$ cat config.mk
export PLATFORM = sky130hd
export DESIGN_NAME = piso_flit_serializer
export DESIGN_NICKNAME = d
export VERILOG_FILES = /design/src/rtl/piso_flit_serializer.sv
export SDC_FILE = /design/constraint.sdc
export NUM_CORES = 1
export LEC_CHECK = 0
export BUFFER_PORTS_ARGS = -buffer_cell sky130_fd_sc_hd__buf_2
export CAP_MARGIN = 30
export CELL_PAD_IN_SITES_DETAIL_PLACEMENT = 0
export CELL_PAD_IN_SITES_GLOBAL_PLACEMENT = 1
export CORE_ASPECT_RATIO = 1.75
export CORE_MARGIN = 2
export CORE_UTILIZATION = 40
export CTS_CLUSTER_SIZE = 40
export DETAILED_ROUTE_END_ITERATION = 8
export PLACE_DENSITY = 0.74
export SYNTH_ARGS = -nofsm -noshare
export SYNTH_HDL_FRONTEND = slang
export SYNTH_SLANG_ARGS = --single-unit
$ cat constraint.sdc
create_clock -name clk -period 4.2 [get_ports clk]
set_clock_uncertainty 0.15 [all_clocks]
set_input_delay 0.84 -clock clk [delete_from_list [all_inputs] [get_ports clk]]
set_output_delay 0.84 -clock clk [all_outputs]
set_load 0.005 [all_outputs]
$ cat src/rtl/piso_flit_serializer.sv
// Parallel-in/serial-out flit serializer: accepts one flit per handshake and emits it
// as output_size-bit beats, LSB slice first, with first/last markers and stall support.
module piso_flit_serializer #(
    parameter int input_size  = 32,
    parameter int output_size = 4
) (
    input  logic                   clk,
    input  logic                   reset,
    input  logic [input_size-1:0]  flit_in,
    input  logic                   flit_valid,
    output logic                   flit_ready,
    input  logic                   out_stall,
    output logic [output_size-1:0] data_out,
    output logic                   out_valid,
    output logic                   out_first,
    output logic                   out_last
);

    localparam int beats = input_size / output_size;
    localparam int CNT_W = $clog2(beats);

    typedef enum logic {
        IDLE  = 1'b0,
        SHIFT = 1'b1
    } state_t;

    state_t                  state_q, state_d;
    logic [input_size-1:0]   shift_q, shift_d;
    logic [CNT_W-1:0]        cnt_q, cnt_d;
    logic                    at_last;
    logic                    accept;
    logic                    consume;

    always_comb begin
        at_last    = (state_q == SHIFT) && (cnt_q == CNT_W'(beats - 1));
        out_valid  = (state_q == SHIFT);
        out_first  = (state_q == SHIFT) && (cnt_q == '0);
        out_last   = at_last;
        data_out   = shift_q[output_size-1:0];
        // Ready on the last unstalled beat lets the next flit follow with no gap.
        flit_ready = !reset && ((state_q == IDLE) || (at_last && !out_stall));
        accept     = flit_valid && flit_ready;
        consume    = (state_q == SHIFT) && !out_stall;
    end

    always_comb begin
        state_d = state_q;
        shift_d = shift_q;
        cnt_d   = cnt_q;
        if (accept) begin
            state_d = SHIFT;
            shift_d = flit_in;
            cnt_d   = '0;
        end else if (consume) begin
            shift_d = shift_q >> output_size;
            if (at_last) begin
                state_d = IDLE;
                cnt_d   = '0;
            end else begin
                cnt_d = cnt_q + 1'b1;
            end
        end
    end

    always_ff @(posedge clk or posedge reset) begin
        if (reset) begin
            state_q <= IDLE;
            shift_q <= '0;
            cnt_q   <= '0;
        end else begin
            state_q <= state_d;
            shift_q <= shift_d;
            cnt_q   <= cnt_d;
        end
    end

endmodule

==> results of run 1 <==
-- sequential cells by signal (all words and copies together) (netlist names) --
name	flops
cnt_q	3
out_valid	1
shift_q	32
-- cell families (layout without fill, tap and decap cells) --
| logic type | after synthesis | after routing | share of synthesized area (%) |
|---|---|---|---|
| fa+ha+maj | 3 | 3 | 1.83 |
| flops | 36 | 36 | 43.8 |
| buf+inv | 14 | 58 | 6.21 |
| compound gates | 14 | 14 | 4.44 |
| mux | 57 | 57 | 39.2 |
| simple gates | 16 | 16 | 4.50 |
-- worst max-delay path, stage by stage (launching register included) --
cell,delay (ns)
dfrtp_1,0.41
ha_1,0.21
ha_1,0.22
and2_1,0.18
buf_2,0.12
-- cells in the mapped netlist, drive strengths merged --
cell type,number
nor2,2
o211ai,4
or3,1
buf,10
nand2,5
mux2i,1
and2b,2
nor3b,1
nor4bb,1
o21ai,6
inv,4
a21oi,4
mux2,56
nand2b,3
and2,1
ha,3
dfrtp,36
-- per-stage QoR --
step | hold slack, ns | power [uW] | area [sq um] | util [%] | instances
floorplan | 0.352 | 972 | 2060 | - | 140
global placement | 0.371 | 1030 | 2240 | 44.9 | 228
detailed placement | 0.380 | 1060 | 2280 | 45.9 | 230
CTS | 0.388 | 1370 | 2390 | 48.0 | 238
global route | 0.421 | 1440 | 2390 | 48.0 | 238
finish | 0.383 | 1340 | 2390 | 48.0 | 238
-- worst min-delay path by stage --
stage                startpoint          end  slack, ns  cells past startpoint
floorplan           shift_q[28]  shift_q[28]       0.35                      2
global placement    shift_q[31]  shift_q[31]       0.37                      2
detailed placement  shift_q[31]  shift_q[31]       0.38                      2
CTS                 shift_q[30]  shift_q[30]       0.39                      2
global route        shift_q[29]  shift_q[29]       0.42                      2
finish              shift_q[31]  shift_q[31]       0.38                      2
-- cell type report --
| class | instances | area share [%] |
|---|---|---|
| well taps | 54 | 2.83 |
| flip-flops and latches | 36 | 37.7 |
| clock buffers | 6 | 3.04 |
| repair buffers | 46 | 11.3 |
| inverters | 4 | 0.628 |
| multi-input cells | 90 | 43.1 |
| clock inverters | 2 | 1.47 |
-- layer usage --
metal  global-route usage (%)  vias to the layer above  part of all wire [%]
met3                     4.46                        4                   5.6
met5                        0                        -                     0
met2                     23.4                       37                    53
met1                     17.5                      606                    40
met4                     4.29                        0                   1.0
li1                         -                      578                     -
-- power by group through the flow --
stage / combinational, uW / clock (uW) / sequential, uW
after global placement: 487 / 0 / 539
after detailed placement: 514 / 0 / 550
final: 508 / 295 / 541
after floorplan: 449 / 0 / 522
after global routing: 559 / 318 / 559
after CTS: 517 / 306 / 545
==> out/metrics.csv, run 1 <==
stage;metric;value;unit
power;Reg power frac;40.2;%
power;Lkg Pwr;0.00130;uW
die;core area;4980;sq um
global_routing;largest net degree at the start of global routing;25;
sta;Max Freq;0.415;GHz
logic_synthesis;dominant cell type by area after synthesis;dfrtp_1;
power;Switching Share;26.5;%
power;Pwr per Cell Area;562;nW/um^2
setup_path;Critical Path End Type;primary output;
cells_and_area;area grow syn2layout;16.3;%
clock_network;clk root buf;clkbuf_8;
setup_path;worst reg2reg path depth;6;
logic_synthesis;Gate Count Post-Synth;140;
setup_path;Worst setup startpoint;cnt_q[0];
setup_path;startpoint type of the worst setup path;flip-flop;
cells_and_area;commonest cells after routing, fill and taps aside;mux2_4, buf_2, dfrtp_1;
global_routing;remaining global-route overflow;0;
global_routing;initial antenna violation count;0;
die;Rows;34;
power;logic gate share of total power;37.8;%
cells_and_area;layout cell share with drive strength beyond 1;60.9;%
setup_path;CP Capture Point;out_last;
clock_network;post-CTS setup buffers;0;
logic_synthesis;distinct cell type count of the synthesized netlist;22;
sta;Worst Setup Slack, final;1.79;ns
sta;Max Slew Vio Count;0;
sta;max_slew headroom;39.8;%
clock_network;hold buffer count at cts;0;
global_routing;GRT Total Usage;14.2;%
clock_network;CTS H-tree depth;2;
cells_and_area;register area;901;sq um
logic_synthesis;Yosys reg bits;36;
clock_network;CTS Buffer Depth;2;
cells_and_area;Multi-input gate area;1030;sq um
cells_and_area;number of fill cells;453;
placed_design;gpl congestion;0.723;
drt;Post-Route WL;3570;microns
sta;slew at the pin with the worst max-slew slack;0.902;ns
placed_design;PortBufs;43;
status;status;finished clean;
global_routing;vias in the first global route;1330;
sta;fin crit period;2.41;ns
logic_synthesis;Avg Cell Area, Syn;14.7;sq um
logic_synthesis;share of Yosys cell area claimed by the top area cell type;43.8;%
logic_synthesis;Seq/Total Area, Yosys;43.8;%
clock_network;CTS buffer count;5;
power;Worst VDD drop;371;uV
sta;final hold vios;0;
power;net switching power;356;uW
setup_path;kind of critical path;reg2out;
die;die footprint;5750;sq um
logic_synthesis;Synth Net Count;179;
power;internal power;989;uW
flow_run;max cap viols;0;
drt;via count;1225;
setup_path;Critical R2R Launch;cnt_q[0];
logic_synthesis;Area contributors post-synth;dfrtp_1, mux2_4, mux2_2;
cells_and_area;final net count;222;
clock_network;clk slew on worst S/H paths;0.07;ns
sta;fin crit share;57.4;%
logic_synthesis;Ys Warns;0;
drt;Iter 0 DRT Violations;28;
hold_path;hold crit path type;reg2reg;
die;Starting Density;41.3;%
global_routing;first-pass GRT wire length;6270;microns
clock_network;Resize count post-CTS;0;
setup_path;flop-to-flop setup slack;1.94;ns
die;DIE WIDTH;58.2;microns
placed_design;hpwl dp;2680;microns
cells_and_area;most common cell after layout, fill and taps aside;mux2_4;
clock_network;worst skew pair latency;0.28;ns
drt;DRT Pass-1 Iters;3;
clock_network;CTS tree;built;
power;Clock power frac;22.0;%
placed_design;Placement Setup Slack;1.65;ns
clock_network;# clock sinks;36;
die;die height;98.8;microns
logic_synthesis;Mapped Area;2060;sq um
drt;DRC;0;
setup_path;worst path required time;3.21;ns
setup_path;Critical Path AT;1.42;ns
cells_and_area;number of diodes;0;
sta;RSZ-0062 raised after global routing;no;
setup_path;r2r endpoint;shift_q[15];
drt;Antenna Violating Nets Remaining;0;
drt;drt wl/cell;15.0;microns
die;IO Count;44;
sta;final setup violation count;0;
setup_path;Worst Path Max Fanout;4;
drt;Via-to-Cell Ratio;5.15;
sta;setup TNS;0;ns
Power figures use the tool's default switching activity.
==> run 2: changes to the inputs <==
- clock period: 4.2 -> 2.31 ns (I/O delays scaled with it)
==> out/metrics.csv, run 2 (synthesis gave the netlist of run 1 again) <==
stage;metric;value;unit;change
drt;drt wl/cell;15.3;microns;was 15.0 microns
sta;Max Freq;0.489;GHz;
global_routing;largest net degree at the start of global routing;37;;was 25
die;die footprint;5750;sq um;unchanged
setup_path;CP Capture Point;shift_q[18];;was out_last
drt;Post-Route WL;3630;microns;was 3570 microns
sta;fin crit period;2.05;ns;
global_routing;initial antenna violation count;0;;unchanged
setup_path;startpoint type of the worst setup path;flip-flop;;unchanged
clock_network;# clock sinks;36;;unchanged
clock_network;CTS Buffer Depth;2;;unchanged
clock_network;hold buffer count at cts;0;;unchanged
die;DIE WIDTH;58.2;microns;unchanged
power;net switching power;645;uW;was 356 uW
die;IO Count;44;;unchanged
sta;fin crit share;88.6;%;
drt;Antenna Violating Nets Remaining;0;;unchanged
clock_network;post-CTS setup buffers;0;;unchanged
sta;setup TNS;0;ns;unchanged
clock_network;clk slew on worst S/H paths;0.07;ns;about the same
setup_path;worst path required time;2.33;ns;was 3.21 ns
status;status;finished clean;;unchanged
sta;RSZ-0062 raised after global routing;no;;unchanged
clock_network;clk root buf;clkbuf_8;;unchanged
placed_design;hpwl dp;2670;microns;was 2680 microns
cells_and_area;number of diodes;0;;unchanged
global_routing;first-pass GRT wire length;6190;microns;was 6270 microns
global_routing;vias in the first global route;1299;;was 1,330
die;die height;98.8;microns;unchanged
hold_path;hold crit path type;in2async;;was reg2reg
global_routing;Global Route met3 Usage;4.59;%;was 4.46%
setup_path;kind of critical path;reg2reg;;was reg2out
power;internal power;1690;uW;was 989 uW
global_routing;busiest grt layer;met2;;unchanged
drt;DRC;0;;unchanged
placed_design;gpl congestion;0.713;;was 0.723
clock_network;CTS H-tree depth;2;;unchanged
clock_network;Resize count post-CTS;0;;unchanged
sta;slew at the pin with the worst max-slew slack;0.550;ns;was 0.902 ns
global_routing;GRT met2 Usage;23.1;%;was 23.4%
clock_network;worst skew pair latency;0.28;ns;about the same
global_routing;GRT Total Usage;13.8;%;was 14.2%
sta;final setup violation count;0;;unchanged
setup_path;Worst Path Max Fanout;28;;was 4
setup_path;Critical R2R Launch;cnt_q[0];;unchanged
die;Rows;34;;unchanged
global_routing;remaining global-route overflow;0;;unchanged
setup_path;r2r endpoint;shift_q[18];;was shift_q[15]
drt;via count;1189;;was 1,225
cells_and_area;commonest cells after routing, fill and taps aside;mux2_4, buf_2, dfrtp_1;;unchanged
sta;Min Hold Slack;0.141;ns;was 0.383 ns
setup_path;worst reg2reg path depth;6;;unchanged
power;Switching Share;27.6;%;was 26.5%
power;Reg power frac;42.3;%;was 40.2%
drt;DRT Pass-1 Iters;4;;was 3
placed_design;PortBufs;43;;unchanged
setup_path;Worst setup startpoint;cnt_q[0];;unchanged
cells_and_area;Largest Register;shift_q;;unchanged
cells_and_area;max reg flops;32;;unchanged
cells_and_area;final net count;223;;was 222
setup_path;flop-to-flop setup slack;0.26;ns;was 1.94 ns
clock_network;CTS tree;built;;unchanged
power;Lkg Pwr;0.00129;uW;was 0.00130 uW
setup_path;Critical Path AT;2.07;ns;was 1.42 ns
power;Clock power frac;17.8;%;was 22.0%
cells_and_area;area grow syn2layout;15.5;%;was 16.3%
die;core area;4980;sq um;unchanged
drt;Via-to-Cell Ratio;5.00;;was 5.15
power;logic gate share of total power;39.9;%;was 37.8%
clock_network;CTS buffer count;5;;unchanged
power;Pwr per Cell Area;983;nW/um^2;was 562 nW/um^2
sta;final hold vios;0;;unchanged
cells_and_area;layout cell share with drive strength beyond 1;60.9;%;unchanged
drt;Iter 0 DRT Violations;13;;was 28
power;Worst VDD drop;576;uV;was 371 uV
global_routing;Global Route met1 Usage;16.9;%;was 17.5%
sta;Max Slew Vio Count;0;;unchanged
die;Starting Density;41.3;%;unchanged
flow_run;max cap viols;0;;unchanged
sta;max_slew headroom;63.3;%;was 39.8%
setup_path;Critical Path End Type;flip-flop;;was primary output
cells_and_area;most common cell after layout, fill and taps aside;mux2_4;;unchanged
-- run 2: changes by cell type in the layout (fill, tap and decap cells not counted), sizes merged --
cell,previous run,this run
buf,46,47
bufinv,1,0
-- run 2: power by group through the flow --
stage,registers (uW),logic (uW),clock network (uW)
detailed placement,1000,943,0
global route,1020,1020,458
global placement,983,909,0
floorplan,950,817,0
finish,986,931,416
CTS,992,949,434
-- run 2: how the worst min path moves through the flow --
| stage | end | slack [ns] | cells past startpoint |
|---|---|---|---|
| floorplan | shift_q[28] | 0.35 | 2 |
| global placement | shift_q[31] | 0.37 | 2 |
| detailed placement | shift_q[28] | 0.38 | 2 |
| CTS | out_valid | 0.16 | 3 |
| global route | out_valid | 0.20 | 3 |
| finish | out_valid | 0.14 | 3 |
-- run 2: through the flow --
stage               worst slack, ns  utilization, %  total power [uW]  cell area, sq um  cells
finish                        0.264            47.7              2330              2370    238
global route                  0.177            47.7              2500              2370    238
CTS                           0.242            47.7              2370              2370    238
detailed placement            0.252            46.1              1950              2300    231
global placement              0.306            46.1              1890              2300    231
floorplan                     0.272               -              1770              2060    140
-- run 2: routing by layer --
metal  routed length (microns)  vias up  share of wire [%]
met4                        30        0               0.83
met5                         0        -                  0
met1                      1500      569                 41
met3                       223        5                6.1
li1                          -      579                  -
met2                      1880       36                 52
-- run 2: layout make-up --
| type | count | area (sq um) |
|---|---|---|
| fill | 462 | 2600 |
| sequential | 36 | 901 |
| inverter | 4 | 15.0 |
| clock inverter | 1 | 5.00 |
| timing repair buffer | 47 | 283 |
| clock buffer | 6 | 72.6 |
| tap | 54 | 67.6 |
| multi-input combinational | 90 | 1030 |
-- run 2: worst max-delay path, stage by stage (launching register included) --
cell and delay [ns]:
dfrtp_1 0.40, ha_1 0.21, ha_1 0.22, and2b_4 0.20, o21ai_4 0.14, buf_12 0.24, mux2_2 0.36
